**src/rtl/vs_ser_pkg.sv**
```systemverilog
// Shared types and sizing helpers for the PISO serializer.
// Holds the FSM state encoding and the bit-counter width function.
package vs_ser_pkg;

    typedef enum logic {
        VS_SER_IDLE  = 1'b0,
        VS_SER_SHIFT = 1'b1
    } vs_ser_state_t;

    // Bits needed to count down from width-1 to 0; never narrower than one bit.
    function automatic int vs_ser_cnt_w(input int width);
        return (width > 2) ? $clog2(width) : 1;
    endfunction

endpackage

```
**src/rtl/vs_bit_counter.sv**
```systemverilog
// Down-counter tracking the remaining bits of the word being shifted out.
// Load has priority over decrement; is_zero marks the last bit of a word.
module vs_bit_counter
    import vs_ser_pkg::*;
#(
    parameter int WIDTH = 8,
    localparam int CW = vs_ser_cnt_w(WIDTH)
) (
    input  logic          clock,
    input  logic          reset_n,
    input  logic          load,
    input  logic [CW-1:0] load_val,
    input  logic          dec,
    output logic [CW-1:0] count,
    output logic          is_zero
);

    always_ff @(posedge clock or negedge reset_n) begin
        if (!reset_n) begin
            count <= '0;
        end else if (load) begin
            count <= load_val;
        end else if (dec) begin
            count <= count - CW'(1);
        end
    end

    assign is_zero = (count == '0);

endmodule

```
**src/rtl/vs_piso_serializer.sv**
```systemverilog
// Parallel-in serial-out shifter: word accepted on valid/ready, one bit per ser_en tick.
// First bit one cycle after accept; a new word can load on the last-bit tick, so frames have no gap.
module vs_piso_serializer
    import vs_ser_pkg::*;
#(
    parameter int WIDTH     = 8,
    parameter bit MSB_FIRST = 1'b1
) (
    input  logic             clock,
    input  logic             reset_n,
    input  logic [WIDTH-1:0] in_data,
    input  logic             in_valid,
    output logic             in_ready,
    input  logic             ser_en,
    output logic             ser_out,
    output logic             ser_frame,
    output logic             ser_first,
    output logic             done
);

    localparam int CW = vs_ser_cnt_w(WIDTH);
    localparam logic [CW-1:0] CNT_MAX = CW'(WIDTH - 1);

    vs_ser_state_t    state;
    logic [WIDTH-1:0] shreg;
    logic [WIDTH-1:0] shreg_next;
    logic             done_q;
    logic [CW-1:0]    count;
    logic             cnt_zero;
    logic             in_shift;
    logic             last_bit;
    logic             shift_bit;
    logic             accept;

    assign in_shift  = (state == VS_SER_SHIFT);
    assign last_bit  = in_shift && cnt_zero && ser_en;
    assign shift_bit = in_shift && ser_en && !cnt_zero;

    // Ready is also offered on the last-bit tick so back-to-back words leave no idle slot.
    assign in_ready = reset_n & ((state == VS_SER_IDLE) | last_bit);
    assign accept   = in_valid & in_ready;

    vs_bit_counter #(
        .WIDTH    (WIDTH)
    ) u_bit_counter (
        .clock    (clock),
        .reset_n  (reset_n),
        .load     (accept),
        .load_val (CNT_MAX),
        .dec      (shift_bit),
        .count    (count),
        .is_zero  (cnt_zero)
    );

    always_comb begin
        shreg_next = shreg;
        if (MSB_FIRST) begin
            shreg_next = {shreg[WIDTH-2:0], 1'b0};
        end else begin
            shreg_next = {1'b0, shreg[WIDTH-1:1]};
        end
    end

    always_ff @(posedge clock or negedge reset_n) begin
        if (!reset_n) begin
            state  <= VS_SER_IDLE;
            shreg  <= '0;
            done_q <= 1'b0;
        end else begin
            done_q <= last_bit;
            if (accept) begin
                shreg <= in_data;
                state <= VS_SER_SHIFT;
            end else if (last_bit) begin
                shreg <= '0;
                state <= VS_SER_IDLE;
            end else if (shift_bit) begin
                shreg <= shreg_next;
            end
        end
    end

    assign ser_frame = in_shift;
    assign ser_out   = in_shift & (MSB_FIRST ? shreg[WIDTH-1] : shreg[0]);
    assign ser_first = in_shift && (count == CNT_MAX);
    assign done      = done_q;

endmodule

```
**config.mk**
```make
export PLATFORM = sky130hd
export DESIGN_NAME = vs_piso_serializer
export DESIGN_NICKNAME = d
export VERILOG_FILES = /design/src/rtl/vs_ser_pkg.sv /design/src/rtl/vs_bit_counter.sv /design/src/rtl/vs_piso_serializer.sv
export SDC_FILE = /design/constraint.sdc
export NUM_CORES = 1
export LEC_CHECK = 0
export CAP_MARGIN = 40
export CORE_MARGIN = 5
export CORE_UTILIZATION = 51
export CTS_CLUSTER_DIAMETER = 40
export DETAILED_ROUTE_END_ITERATION = 7
export PLACE_DENSITY = 0.81
export SYNTH_ARGS = -nofsm -noshare
export SYNTH_HDL_FRONTEND = slang
export SYNTH_HIERARCHICAL = 1
export SYNTH_SLANG_ARGS = --single-unit
export TNS_END_PERCENT = 20
```
**constraint.sdc**
```tcl
create_clock -name clock -period 5 [get_ports clock]
set_input_delay 1.5 -clock clock [delete_from_list [all_inputs] [get_ports clock]]
set_output_delay 1.5 -clock clock [all_outputs]
set_load 0.05 [all_outputs]
```
# Word-level counts from Yosys, hierarchy flattened
# Index checks and enable logic that the tools add are counted.
dict set report word_totals {
  reg_bits 13
  out_inout_bits 5
  wordCells 28
}
dict set report classes {
  n_addsub 1
  n_eq_ne 1
  muxes 7
  bitwise_logic 5
  reduce_logical 10
}
# op n
set op_table {}
lappend op_table {{two-way mux 8 bit} 3}
lappend op_table {{two-way mux 3 bit} 2}
lappend op_table {{logical AND 1 bit} 5}
lappend op_table {{nonzero test 2 bit} 2}
lappend op_table {{AND 1 bit} 3}
lappend op_table {{== test 3 bit (second input constant)} 1}
lappend op_table {{zero test 3 bit} 1}
lappend op_table {{nonzero test 3 bit} 1}
lappend op_table {{subtractor 3 x 1 -> 3 bit (second input constant)} 1}
lappend op_table {{two-way mux 1 bit} 2}
lappend op_table {{zero test 1 bit} 1}
lappend op_table {{inverter 1 bit} 1}
lappend op_table {{OR 1 bit} 1}

# Depth between registers and ports, before layout
# Gate-level depths: netlist (run 1).
dict set report depth {
  depth_word 7
  mapped_depth 8
  depth_no_buf 7
}

# By module
# Netlist (run 1), hierarchy kept.
# module n_inst cells_each area_each_um2 seq_area_each_um2
set by_module_without_submodules {}
lappend by_module_without_submodules {vs_piso_serializer 1 55 566.8 250.2}
lappend by_module_without_submodules {vs_bit_counter 1 19 178.9 75.1}

# Worst setup path before layout (run 1)
# OpenSTA, ideal clock, no wires.
dict set report synth_path {
  kind {in2out}
  start {input port ser_en}
  end {output port in_ready}
  t_arrival_ns 2.139
  slack_ns 1.361
  stages 3
  path_buffers 1
  cell_sequence {buf_6 -> a21bo_1 -> and2_1}
}
dict set report synth_between {
  elab_chain_len 3
}
# element line
set synth_rtl {}
lappend synth_rtl {{start: declaration} vs_piso_serializer.sv:14} ;# input logic ser_en,
lappend synth_rtl {{logical AND 1 bit} vs_piso_serializer.sv:36} ;# assign last_bit = in_shift && cnt_zero && ser_en;
lappend synth_rtl {{OR 1 bit} vs_piso_serializer.sv:40} ;# assign in_ready = reset_n & ((state == VS_SER_IDLE) | last_bit);
lappend synth_rtl {{AND 1 bit} vs_piso_serializer.sv:40}
lappend synth_rtl {{end: declaration} vs_piso_serializer.sv:13} ;# output logic in_ready,
# Every way passes these cells.

# Worst setup path after layout (run 1)
# Same ends and word-level chain as after synthesis.

==> impl_metrics.py, run 1 <==
metrics = {
    "timing": {
        "min_period_ns": 4.13,
        "slew_violations": 0,
        "fin_crit_sh_pct": 82.5,
        "grt_setup_unrepaired": "no",
        "fmax_mhz": 242,
        "fin_skew_ns": 0.000717,
        "hold_ws_ns": 0.531,
        "setup_viol": 0,
        "finalHoldViolCount": 0,
        "fin_tns_setup_ns": 0,
    },
    "critical_path": {
        "worstSetupEndpointType": "output pin",
        "start_kind": "input port",
        "cp.arrival_ns": 2.63,
        "cp_data_required_time_ns": 3.50,
        "cp_max_fo": 10,
        "critPathKind": "in2out",
    },
    "layout": {
        "fill_cells": 103,
        "layout.nets": 109,
        "fin_cells": 109,
        "multiInputGateArea_um2": 359,
        "mostFrequentLayoutCell": "clkdlybuf4s50_1",
        "final_layout_size_suffix_gt1_share_pct": 6.38,
        "seq_area_um2": 325,
        "num_antenna_cells": 0,
        "final_cell_mix": "clkdlybuf4s50_1, dfrtp_1, inv_1",
        "syn2layout_area_growth_pct": 25.5,
        "fin_util_pct": 69.3,
    },
    "logic_synthesis": {
        "synth_sequential_area_ratio_pct": 43.6,
        "yosys_most_used_dff": "dfrtp_1",
        "avgSynthCellArea_um2": 10.1,
        "yosys_register_bits": 13,
        "yosysWarnings": 6,
        "synthArstFlopShare_pct": 100,
        "netlist_instances": 74,
        "ys_types": 22,
        "synth_edf_count": 0,
        "synthesis.area_um2": 746,
    },
    "min_path": {
        "min_path_type": "reg2reg",
    },
    "floorplan": {
        "die_w_um": 48.2,
        "die-area_um2": 2330,
        "die-height_um": 48.2,
        "boundaryPins": 17,
        "rows": 13,
        "coreArea_um2": 1350,
        "start_util_pct": 55.2,
    },
    "global_route": {
        "grt_pass1_vias": 470,
        "grt_use_met1_pct": 17.4,
        "grtUsageTotal_pct": 14.2,
        "antenna_found_initial": 0,
        "grt_pass1_wl_um": 2170,
        "grt-busiest-layer": "met2",
        "use_met3_pct": 4.43,
        "use_met2_pct": 21.9,
        "grt_overflow": 0,
        "grt_max_degree": 16,
    },
    "clock_network": {
        "cts.clk_slew.worst_paths_ns": 0.08,
        "cts_root_buf": "clkbuf_4",
        "cts_tree": "yes",
        "cts_setup_buffers": 0,
        "clock_sinks": 13,
        "clkLatencyLatePin_ns": 0.27,
        "holdBufCountCts": 0,
        "cts_buffer_depth": 2,
        "cts.htree.levels": 1,
        "numCtsBuffers": 3,
        "ctsResizeCount": 0,
    },
    "power_and_ir_drop": {
        "power_uw": 469,
        "p_per_area_nw_per_um2": 501,
        "p_leak_uw": 0.000461,
        "ir_worst_vdd_v": 0.000293,
    },
    "place": {
        "dpl.hpwl_um": 958,
        "place_congestion": 0.787,
        "place.port_buffers": 16,
        "place_inst": 105,
    },
    "drt": {
        "first_iter_violations": 5,
        "wl_per_cell_um": 11.9,
        "post-route-drc-count": 0,
        "vias": 533,
        "ant_nets": 0,
        "wl_um": 1290,
        "vias_per_cell": 4.89,
        "first_pass_iters": 4,
    },
    "job": {
        "drv_cap": 0,
    },
    "outcome": {
        "outcome": "finished, final reports clean",
    },
}
[flip-flops by register name, indices dropped and copies added (netlist names)]
name and cells:
ser_frame 1, u_bit_counter/count 3, done 1, shreg 8
[synth_stat cells, types with 2 or more instances]
cell type  count  area (um2)
a21oi_1        7        35.0
and2_1         3        18.8
and4b_1        7        70.1
buf_6          2        22.5
dfrtp_1       13         325
ha_1           2        25.0
inv_1         11        41.3
mux2i_1        8        80.1
nand2_1        6        22.5
nor2_1         2        7.51
nor2b_1        2        12.5
[kinds of logic (layout without fill, tap and decap cells)]
logic type / after synthesis / in the layout / synth area share [%]
simple gates: 24 / 24 / 22.5
fa+ha+maj: 2 / 2 / 3.36
xor+xnor: 1 / 1 / 1.17
other cells: 1 / 3 / 0.503
flops: 13 / 13 / 43.6
buf+inv: 14 / 32 / 9.23
mux: 8 / 8 / 10.7
compound gates: 11 / 11 / 8.89
[routing by layer]
metal	vias up	wire, um
met1	230	617
met4	0	15
met2	12	576
met3	2	81
li1	289	-
met5	-	0
[where the power goes]
group / leakage [uW] / total, uW / internal, uW / switching, uW
Clock: 0.0000150 / 63.7 / 30.8 / 32.9
Sequential: 0.000165 / 174 / 145 / 29.0
Combinational: 0.000282 / 231 / 104 / 126
[cell type report]
class	instances	share of cell area (%)
multi-input combinational	49	38.4
sequential	13	34.8
timing repair buffer	17	17.6
inverter	11	4.41
clock buffer	4	2.81
tap	15	2.01
[worst paths after layout]
check | startpoint | cells past startpoint | slack, ns | end
min reg2reg | shreg[0] | 2 | 0.53 | shreg[0]
max | ser_en | 4 | 0.87 | in_ready
max reg2reg | u_bit_counter/count[0] | 6 | 3.18 | shreg[2]
min in group asynchronous | reset_n | 2 | 1.53 | ser_frame
min | shreg[0] | 2 | 0.53 | shreg[0]
max in group asynchronous | reset_n | 2 | 3.30 | shreg[5]
[stage by stage]
stage / setup WS [ns] / cell area, um2
floorplan: 1.36 / 753
global placement: 0.896 / 910
detailed placement: 0.875 / 910
CTS: 0.879 / 936
global route: 0.818 / 936
finish: 0.874 / 936
[worst max-delay path: stages]
cell             delay (ns)
clkdlybuf4s50_1        0.54
a21bo_1                0.24
and2_1                 0.16
buf_4                  0.18
Note: power is estimated with default switching activity, not from simulation.
==> inputs of run 2 (changes only) <==
- CORE_UTILIZATION: 51 -> 48
- PLACE_DENSITY: 0.81 -> 0.77
- clock period: 5 -> 4.25 ns (I/O delays scaled with it)
==> impl_metrics.py, run 2 (synthesized netlist as in run 1, its figures left out) <==
metrics = {
    "outcome": {
        "outcome": "finished, final reports clean",
    },
    "floorplan": {
        "rows": 14,
        "boundaryPins": 17,
        "die-height_um": 49.4,
        "die-area_um2": 2440,
        "coreArea_um2": 1490,
        "die_w_um": 49.4,
        "start_util_pct": 50.1,
    },
    "drt": {
        "ant_nets": 0,
        "vias": 559,
        "wl_um": 1390,
        "vias_per_cell": 5.08,
        "wl_per_cell_um": 12.7,
        "post-route-drc-count": 0,
        "first_pass_iters": 4,
        "first_iter_violations": 5,
    },
    "critical_path": {
        "slowest_delay_ns": 0.54,
        "cp.arrival_ns": 2.40,
        "cp_data_required_time_ns": 2.97,
        "r2r_cells": 6,
        "cpMaxStageDelayCell": "clkdlybuf4s50_1",
        "r2r_slack_ns": 2.39,
        "crit_start": "ser_en",
        "cp_max_fo": 10,
        "worstSetupEndpointType": "output pin",
        "critPathKind": "in2out",
        "worstPathCellList": "clkdlybuf4s50_1 > a21bo_1 > and2_1 > buf_12",
        "start_kind": "input port",
        "r2r_end": "shreg[2]",
        "rr_startpoint": "u_bit_counter/count[0]",
        "endpoint": "in_ready",
    },
    "timing": {
        "fmax_mhz": 272,
        "worst_slack_ns": 0.574,
        "grt_setup_unrepaired": "no",
        "slew_violations": 0,
        "tightest_slew_ns": 0.498,
        "fin_skew_ns": 0.00277,
        "finalHoldViolCount": 0,
        "min_period_ns": 3.68,
        "fin_crit_sh_pct": 86.5,
        "fin_tns_setup_ns": 0,
        "slew_headroom_pct": 66.7,
        "setup_viol": 0,
    },
    "clock_network": {
        "cts_setup_buffers": 0,
        "cts_tree": "yes",
        "numCtsBuffers": 3,
        "cts_buffer_depth": 2,
        "ctsResizeCount": 0,
        "cts.htree.levels": 1,
        "cts_root_buf": "clkbuf_4",
        "holdBufCountCts": 0,
        "clkLatencyLatePin_ns": 0.27,
        "clock_sinks": 13,
        "cts.clk_slew.worst_paths_ns": 0.08,
    },
    "layout": {
        "fill_cells": 123,
        "reg.largest.list": "shreg: 8 flops, u_bit_counter/count: 3 flops",
        "syn2layout_area_growth_pct": 27.3,
        "final_layout_size_suffix_gt1_share_pct": 6.38,
        "layout.nets": 109,
        "final_cell_mix": "clkdlybuf4s50_1, dfrtp_1, inv_1",
        "multiInputGateArea_um2": 359,
        "num_antenna_cells": 0,
        "top_register": "shreg",
        "mostFrequentLayoutCell": "clkdlybuf4s50_1",
        "seq_area_um2": 325,
        "largest_register_ffs": 8,
    },
    "global_route": {
        "grt_pass1_vias": 554,
        "grtUsageTotal_pct": 12.9,
        "grt_max_degree": 15,
        "grt_pass1_wl_um": 2400,
        "antenna_found_initial": 0,
        "grt_overflow": 0,
    },
    "place": {
        "place.port_buffers": 16,
        "place_congestion": 0.715,
        "dpl.hpwl_um": 979,
        "pre_cts_ws_ns": 0.579,
    },
    "power_and_ir_drop": {
        "ir_worst_vdd_v": 0.000262,
        "p_leak_uw": 0.000464,
        "p_per_area_nw_per_um2": 595,
    },
    "job": {
        "drv_cap": 0,
    },
    "min_path": {
        "min_path_type": "reg2reg",
    },
}
==> run 2: area by class of cell <==
class | count | share of cell area (%)
clock buffer | 4 | 2.77
sequential | 13 | 34.3
inverter | 11 | 4.35
timing repair buffer | 17 | 18.7
tap | 16 | 2.11
multi-input combinational | 49 | 37.8
==> run 2: report_power, final <==
part           internal, uW  total, uW  switching, uW
Sequential              171        206           35.1
Combinational           131        282            152
Clock                  36.4       76.4           40.1
==> run 2: worst min path at each step <==
| stage | startpoint | to | slack (ns) | cells past startpoint |
|---|---|---|---|---|
| final | shreg[0] | shreg[0] | 0.53 | 2 |
| after floorplan | shreg[0] | shreg[0] | 0.49 | 2 |
| after global routing | shreg[0] | shreg[0] | 0.56 | 2 |
| after global placement | shreg[0] | shreg[0] | 0.52 | 2 |
| after CTS | shreg[0] | shreg[0] | 0.54 | 2 |
| after detailed placement | shreg[0] | shreg[0] | 0.53 | 2 |
==> run 2: metal layers <==
layer	GRT usage, %	routed length (um)
met5	0	0
met2	20.2	708
met4	7.86	16
met1	15.4	594
met3	3.67	72
==> run 2: stage by stage <==
| step | hold slack [ns] | utilization, % | cells | instance area (um2) | power [uW] |
|---|---|---|---|---|---|
| final | 0.532 | 63.8 | 110 | 950 | 565 |
| after global routing | 0.557 | 63.8 | 110 | 950 | 611 |
| after CTS | 0.538 | 63.8 | 110 | 950 | 574 |
| after detailed placement | 0.527 | 62.0 | 106 | 923 | 493 |
| after global placement | 0.521 | 62.0 | 106 | 923 | 483 |
| after floorplan | 0.495 | - | 76 | 753 | 409 |
==> run 2: critical path: cells and delay by family <==
kind	cells	cell delay [ns]
AOI/OAI and AO/OA	1	0.25
buffers and inverters	2	0.69
and+or+nand+nor	1	0.19
